`config.mk`:
```
export PLATFORM = sky130hd
export DESIGN_NAME = pc_fetch_stage
export DESIGN_NICKNAME = d
export VERILOG_FILES = /design/src/rtl/pc_fetch_stage.sv
export SDC_FILE = /design/constraint.sdc
export NUM_CORES = 1
export LEC_CHECK = 0
export CAP_MARGIN = 10
export CORE_MARGIN = 3
export CORE_UTILIZATION = 40
export CTS_BUF_LIST = sky130_fd_sc_hd__clkbuf_2 sky130_fd_sc_hd__clkbuf_4 sky130_fd_sc_hd__clkbuf_8
export CTS_CLUSTER_SIZE = 40
export DETAILED_ROUTE_END_ITERATION = 6
export PLACE_DENSITY = 0.66
export SYNTH_ARGS = -nofsm -noshare
export SYNTH_HDL_FRONTEND = slang
export SYNTH_SLANG_ARGS = --single-unit
```
`constraint.sdc`:
```
create_clock -name clk -period 1.85 [get_ports clk]
set_input_delay 0.4625 -clock clk [delete_from_list [all_inputs] [get_ports clk]]
set_output_delay 0.4625 -clock clk [all_outputs]
set_load 0.01 [all_outputs]
```
`src/rtl/pc_fetch_stage.sv`:
```
// ---------------------------------------------------------------------------
// pc_fetch_stage
// Instruction-fetch stage: program counter register, instruction-memory
// request/handshake, a one-entry hold buffer for instructions fetched while
// stalled, and the IF/ID pipeline register.
//
// Optional build macro: PC_ALIGN_CHECK_EN
//   defined   -> a misaligned next PC sets the sticky pc_misaligned flag and
//                parks the stage in HALT until reset.
//   undefined -> low PC bits are silently cleared and pc_misaligned is 0.
// ---------------------------------------------------------------------------
module pc_fetch_stage #(
    parameter logic [31:0] RESET_PC  = 32'h0000_0000,
    parameter logic [31:0] NOP_INSTR = 32'h0000_0013
) (
    input  logic        clk,
    input  logic        reset,
    input  logic [31:0] next_pc_in,
    input  logic        stall,
    input  logic        flush,
    output logic [31:0] pc_out,
    output logic        imem_req,
    output logic [31:0] imem_addr,
    input  logic        imem_ready,
    input  logic [31:0] imem_rdata,
    output logic [31:0] if_id_pc,
    output logic [31:0] if_id_instr,
    output logic        if_id_valid,
    output logic        pc_misaligned
);

    typedef enum logic [1:0] {
        ST_FETCH = 2'b00,
        ST_HOLD  = 2'b01,
        ST_HALT  = 2'b10
    } state_e;

    state_e      state_q, state_d;
    logic [31:0] pc_q, pc_d;
    logic [31:0] if_id_pc_q, if_id_pc_d;
    logic [31:0] if_id_instr_q, if_id_instr_d;
    logic        if_id_valid_q, if_id_valid_d;
    logic [31:0] hold_pc_q, hold_pc_d;
    logic [31:0] hold_instr_q, hold_instr_d;
    logic        misaligned_q, misaligned_d;
    logic        imem_req_s;
    logic        accept_s;
    logic        load_pc_s;

    // Word-align a PC: instructions live on 4-byte boundaries.
    function automatic logic [31:0] align_pc(input logic [31:0] pc);
        return {pc[31:2], 2'b00};
    endfunction

    // State register: all stage flops, synchronous active-high reset.
    always_ff @(posedge clk) begin
        if (reset) begin
            state_q       <= ST_FETCH;
            pc_q          <= RESET_PC;
            if_id_pc_q    <= 32'h0000_0000;
            if_id_instr_q <= NOP_INSTR;
            if_id_valid_q <= 1'b0;
            hold_pc_q     <= 32'h0000_0000;
            hold_instr_q  <= NOP_INSTR;
            misaligned_q  <= 1'b0;
        end else begin
            state_q       <= state_d;
            pc_q          <= pc_d;
            if_id_pc_q    <= if_id_pc_d;
            if_id_instr_q <= if_id_instr_d;
            if_id_valid_q <= if_id_valid_d;
            hold_pc_q     <= hold_pc_d;
            hold_instr_q  <= hold_instr_d;
            misaligned_q  <= misaligned_d;
        end
    end

    // Next-state logic: handshake, stall/flush priority, PC load and alignment.
    always_comb begin
        state_d       = state_q;
        pc_d          = pc_q;
        if_id_pc_d    = if_id_pc_q;
        if_id_instr_d = if_id_instr_q;
        if_id_valid_d = if_id_valid_q;
        hold_pc_d     = hold_pc_q;
        hold_instr_d  = hold_instr_q;
        misaligned_d  = misaligned_q;
        load_pc_s     = 1'b0;
        accept_s      = imem_req_s & imem_ready;

        case (state_q)
            ST_HALT: begin
                // PC frozen; a flush may still squash the IF/ID slot.
                if (flush) begin
                    if_id_pc_d    = 32'h0000_0000;
                    if_id_instr_d = NOP_INSTR;
                    if_id_valid_d = 1'b0;
                end else begin
                    if_id_valid_d = if_id_valid_q;
                end
            end
            ST_HOLD: begin
                if (flush) begin
                    if_id_pc_d    = 32'h0000_0000;
                    if_id_instr_d = NOP_INSTR;
                    if_id_valid_d = 1'b0;
                    load_pc_s     = 1'b1;
                    state_d       = ST_FETCH;
                end else if (!stall) begin
                    if_id_pc_d    = hold_pc_q;
                    if_id_instr_d = hold_instr_q;
                    if_id_valid_d = 1'b1;
                    load_pc_s     = 1'b1;
                    state_d       = ST_FETCH;
                end else begin
                    state_d = ST_HOLD;
                end
            end
            ST_FETCH: begin
                if (flush) begin
                    // Any data returned this cycle is dropped.
                    if_id_pc_d    = 32'h0000_0000;
                    if_id_instr_d = NOP_INSTR;
                    if_id_valid_d = 1'b0;
                    load_pc_s     = 1'b1;
                end else if (accept_s && stall) begin
                    // Park the returned word so it is not lost during the stall.
                    hold_pc_d    = pc_q;
                    hold_instr_d = imem_rdata;
                    state_d      = ST_HOLD;
                end else if (accept_s) begin
                    if_id_pc_d    = pc_q;
                    if_id_instr_d = imem_rdata;
                    if_id_valid_d = 1'b1;
                    load_pc_s     = 1'b1;
                end else if (!stall) begin
                    if_id_valid_d = 1'b0;
                end else begin
                    if_id_valid_d = if_id_valid_q;
                end
            end
            default: begin
                state_d = ST_FETCH;
            end
        endcase

        if (load_pc_s) begin
            pc_d = align_pc(next_pc_in);
`ifdef PC_ALIGN_CHECK_EN
            if (next_pc_in[1:0] != 2'b00) begin
                misaligned_d = 1'b1;
                state_d      = ST_HALT;
            end else begin
                misaligned_d = misaligned_q;
            end
`endif
        end else begin
            pc_d = pc_q;
        end
    end

    // Output logic: request is a pure function of state.
    always_comb begin
        case (state_q)
            ST_FETCH: imem_req_s = 1'b1;
            ST_HOLD:  imem_req_s = 1'b0;
            ST_HALT:  imem_req_s = 1'b0;
            default:  imem_req_s = 1'b0;
        endcase
    end

    assign imem_req    = imem_req_s;
    assign pc_out      = pc_q;
    assign imem_addr   = pc_q;
    assign if_id_pc    = if_id_pc_q;
    assign if_id_instr = if_id_instr_q;
    assign if_id_valid = if_id_valid_q;
`ifdef PC_ALIGN_CHECK_EN
    assign pc_misaligned = misaligned_q;
`else
    assign pc_misaligned = 1'b0;
`endif

endmodule

```
# After elaboration in Yosys (flattened, before gate mapping)
# Cells that the tools add are included.
# W data, S select, Z words.
[op_classes] n_eq_ne=9 mux=34 bitwise=3 reduce_logical=7
[op_table] op="$mux W32" count=12
[op_table] op="$pmux W32 S3" count=2
[op_table] op="$mux W1" count=15
[op_table] op="$reduce_and A5 Y1" count=2
[op_table] op="$ne A3 B3 Y1 const B" count=3
[op_table] op="$ne A2 B2 Y1 const B" count=3
[op_table] op="$pmux W2 S3" count=1
[op_table] op="$reduce_and A3 Y1" count=2
[op_table] op="$mux W2" count=2
[op_table] op="$ne A4 B4 Y1 const B" count=1
[op_table] op="$pmux W1 S3" count=1
[op_table] op="$reduce_bool A3 Y1" count=1
[op_table] op="$eq A2 B1 Y1 const B" count=1
[op_table] op="$eq A2 B2 Y1 const B" count=1
[op_table] op="$logic_not A2 Y1" count=1
[op_table] op="$not A1 Y1" count=2
[op_table] op="$pmux W1 S2" count=1
[op_table] op="$and A1 B1 Y1" count=1
[op_table] op="$logic_and A1 B1 Y1" count=1
[totals] register_bits=159 input_bits=69 out_inout_bits=131 wordCells=60

# Depth between registers and ports, before layout
[logic_depth] word_depth=7 depth_mapped=6 depth_no_buf=3

# Worst setup path before layout
# OpenSTA, ideal clock, no wires.
[synth_path] path_kind="in2reg" startpoint="input flush" endpoint="register hold_pc_q[10]" setup_ns=0.070 arrival_ns=1.319 required_ns=1.780 slack_ns=0.461 cell_stages=6 n_path_buf=3 path_cell_list="buf_2 > and4bb_2 > buf_4 > buf_6 > nand2_1 > a21oi_1"
[synth_between] elab_chain_len=2
[synth_lines] item="start: declaration" line_no="20" text="input logic flush,"
[synth_lines] item="$not A1 Y1 (no source line)"
[synth_lines] item="$reduce_and A3 Y1 (no source line)"
[synth_lines] item="end signal: assignment" line_no="72" text="hold_pc_q <= hold_pc_d;"
[synth_lines] item="end: declaration" line_no="43" text="logic [31:0] hold_pc_q, hold_pc_d;"
# No other way between the ends.
# A chain may end at the register's enable or synchronous reset.

# Worst setup path after layout
[layout_path] startpoint="register if_id_pc_q[7], in the netlist if_id_pc[7]" endpoint="output if_id_pc[7]"
[layout_lines] item="start: declaration" line_no="40" text="logic [31:0] if_id_pc_q, if_id_pc_d;"
[layout_lines] item="start signal: assignment" line_no="69" text="if_id_pc_q <= if_id_pc_d;"
[layout_lines] item="end: declaration" line_no="26" text="output logic [31:0] if_id_pc,"
# No word-level cell between the ends.

==> results_dict.tcl <==
set metrics [dict create \
    met1_usage_pct 25.59 \
    reg2reg_depth 4 \
    hold_class "flip-flop to flip-flop" \
    area_growth_pct 36.39 \
    cts_sinks 156 \
    dp_hpwl_mm 11.89 \
    fin_crit_sh_pct 96.73 \
    fin_crit_ps 1790 \
    synth_seq_area_share_pct 46.09 \
    grt_pass1_wl_mm 29.61 \
    grt_pass1_vias 5694 \
    syn-cell-area_sq_mm 0.006776 \
    gp_congestion 0.7605 \
    status "completed" \
    routed_wl_mm 18.26 \
    h-tree-depth 4 \
    nNetsFinal 1010 \
    met3_usage_pct 6.440 \
    wl_per_cell_microns 15.61 \
    die_h_microns 136.2 \
    multiInputGateArea_sq_mm 0.002983 \
    syn_inst 804 \
    post_cts_buffers 0 \
    io_buffers 190 \
    die_w_microns 136.2 \
    power.density_mw_per_mm2 769.6 \
    avgViaCountPerCell 5.134 \
    min_path_cells 2 \
    ys.warnings.count 0 \
    critPathBufInv 1 \
    grt_max_degree 49 \
    worstHoldStart "hold_pc_q[2]$_SDFFE_PP0P_" \
    crit_fanout 2 \
    ant_nets 0 \
    critical_path.top_delay_family "buffers and inverters" \
    insertion_delay_ps 440 \
    pin_count 200 \
    r2r-start "state_q[0]$_SDFFE_PP0P_" \
    max_cap_violations 0 \
    diodes 0 \
    dieArea_sq_mm 0.01854 \
    cts_tree "built" \
    end_kind "output pin" \
    start_kind "flip-flop" \
    max_stage_delay_ps 550 \
    worst_hold_slack_ps 453.5 \
    cp_slowest_cell "clkdlybuf4s50_1" \
    seqCellArea_sq_mm 0.003158 \
    rsz0062_at_grt "false" \
    clk_pin_slew_ps 90 \
    timing.fmax_mhz 558.8 \
    ir_worst_vdd_mv 0.7213 \
    setup_viol 0 \
    worstPathRequired_ps 1390 \
    dr_total_vias 6007 \
    fillers 1489 \
    p_leak_nw 4.172 \
    final_area_sq_mm 0.009243 \
    crit_chain "clkdlybuf4s50_1" \
    busiest_layer "met2" \
    synth_seq_cells 156 \
    met2_usage_pct 32.09 \
    syn_area_per_cell_sq_um 8.428 \
    clock-skew-final_ps 12.59 \
    cp.depth 1 \
    drt_iter0_drc 347 \
    cts-root-buf "clkbuf_8" \
    design.core.area_sq_mm 0.01623 \
    post-route-drc-count 0 \
    clockBufferDepth 2 \
    crit_start "if_id_pc[7]$_SDFFE_PP0P_" \
    crit_arrival_ps 1330 \
    layout-drive-gt1-share_pct 16.77 \
    gr-total-overflow 0 \
    slew_violations 0 \
    crit_type "flip-flop to output pin" \
    grt_antenna_before_repair 0 \
    firstDrtPassIters 4 \
    cts_made_buffers 17 \
    initial_utilization_pct 41.75 \
    fp-row-count 46 \
    finalHoldViolCount 0 \
    synth_cell_type_count 23 \
    post_dp_cell_area_sq_mm 0.008742 \
    cts_hold_repair.buffers 0 \
    grt.total_usage_pct 19.73 \
]
report_power, final:
group / internal (mW) / switching [mW]
Clock: 1.33 / 1.26
Combinational: 0.487 / 0.479
Sequential: 3.47 / 0.0849
cell usage in the layout (no fill, tap or decap), drive strengths merged:
cell / instances
dfxtp: 156
a21oi: 149
nand3: 148
nand2: 124
clkdlybuf4s50: 86
mux2: 59
dlymetal6s2s: 52
dlygate4sd2: 51
buf: 38
o21ai: 33
clkbuf: 22
conb: 7
clkinv: 5
nand3b: 3
mux2i: 3
a211o: 3
inv: 3
nor2: 2
bufinv: 2
clkinvlp: 2
o21bai: 1
o21ba: 1
and4bb: 1
nand4bb: 1
nor4b: 1
nor3: 1
cells in the mapped netlist:
| master | number | area [sq um] |
|---|---|---|
| inv_2 | 1 | 3.750 |
| dfxtp_1 | 156 | 3123 |
| buf_6 | 13 | 146.4 |
| o21ai_0 | 33 | 165.2 |
| and4bb_2 | 1 | 12.51 |
| conb_1 | 1 | 3.750 |
| buf_2 | 35 | 175.2 |
| nand4bb_1 | 1 | 11.26 |
| a21oi_1 | 149 | 745.7 |
| nor2_1 | 2 | 7.510 |
| o21bai_1 | 1 | 7.510 |
| nor4b_1 | 1 | 8.760 |
| nand2_1 | 124 | 465.5 |
| inv_1 | 1 | 3.750 |
| a211o_1 | 3 | 26.28 |
| nand3_1 | 148 | 740.7 |
| o21ba_2 | 1 | 10.01 |
| mux2_2 | 59 | 664.4 |
| clkbuf_1 | 28 | 105.1 |
| buf_4 | 39 | 292.8 |
| nor3_1 | 1 | 5.000 |
| mux2i_1 | 3 | 30.03 |
| nand3b_1 | 3 | 22.52 |
final timing paths:
kind,to,slack [ps]
worst max-delay path,if_id_pc[7],60
worst min-delay path,hold_pc_q[2]$_SDFFE_PP0P_,450
worst max register to register,if_id_instr[7]$_SDFFE_PP0P_,430
worst min register to register,hold_pc_q[2]$_SDFFE_PP0P_,450
what timing repair did:
action,in CTS,in global routing
resized for setup,76,52
gates cloned,0,0
setup endpoints to repair,64,52
registers in the layout, indices dropped and copies added (netlist names):
name / flops
state_q: 1
imem_addr: 30
hold_pc_q: 30
if_id_pc: 30
if_id_instr: 32
hold_instr_q: 32
if_id_valid: 1
final cells by class:
cell class | count | area share [%]
Sequential cell | 156 | 34.17
Multi-Input combinational cell | 537 | 32.27
Timing Repair Buffer | 227 | 26.17
Clock buffer | 22 | 3.141
Tap cell | 216 | 2.924
Clock inverter | 10 | 1.218
Inverter | 2 | 0.1083
worst min-delay path, cell delays in order (launching register included):
cell	delay (ps)
dfxtp_1	310
nand2_1	50
a21oi_1	50
through the flow:
stage          total power, mW  util, %  TNS (ps)  setup slack (ps)  cells
5_1_grt                  7.445    56.95         0           0.06661   1170
3_5_place_dp             4.653    53.86     -9844            -116.9   1138
6_report                 7.113    56.95         0             60.48   1170
4_1_cts                  7.219    56.14         0            0.1033   1170
3_3_place_gp             4.647    53.86     -5386            -60.60   1138
2_1_floorplan            4.168        -         0             460.9    810
cells by family after synthesis:
kind of cell           share of synthesized area [%]
and+or+nand+nor                                18.80
muxes                                          10.25
buffers and inverters                          10.73
AOI/OAI and AO/OA                              14.09
other                                        0.05534
DFF                                            46.09
metal layers:
layer | vias up | part of all wire [%]
li1 | 3010 | -
met1 | 2816 | 45
met2 | 168 | 47
met3 | 13 | 7.3
met4 | 0 | 0.93
met5 | - | 0
No activity file was read; power rests on OpenSTA's default activity.
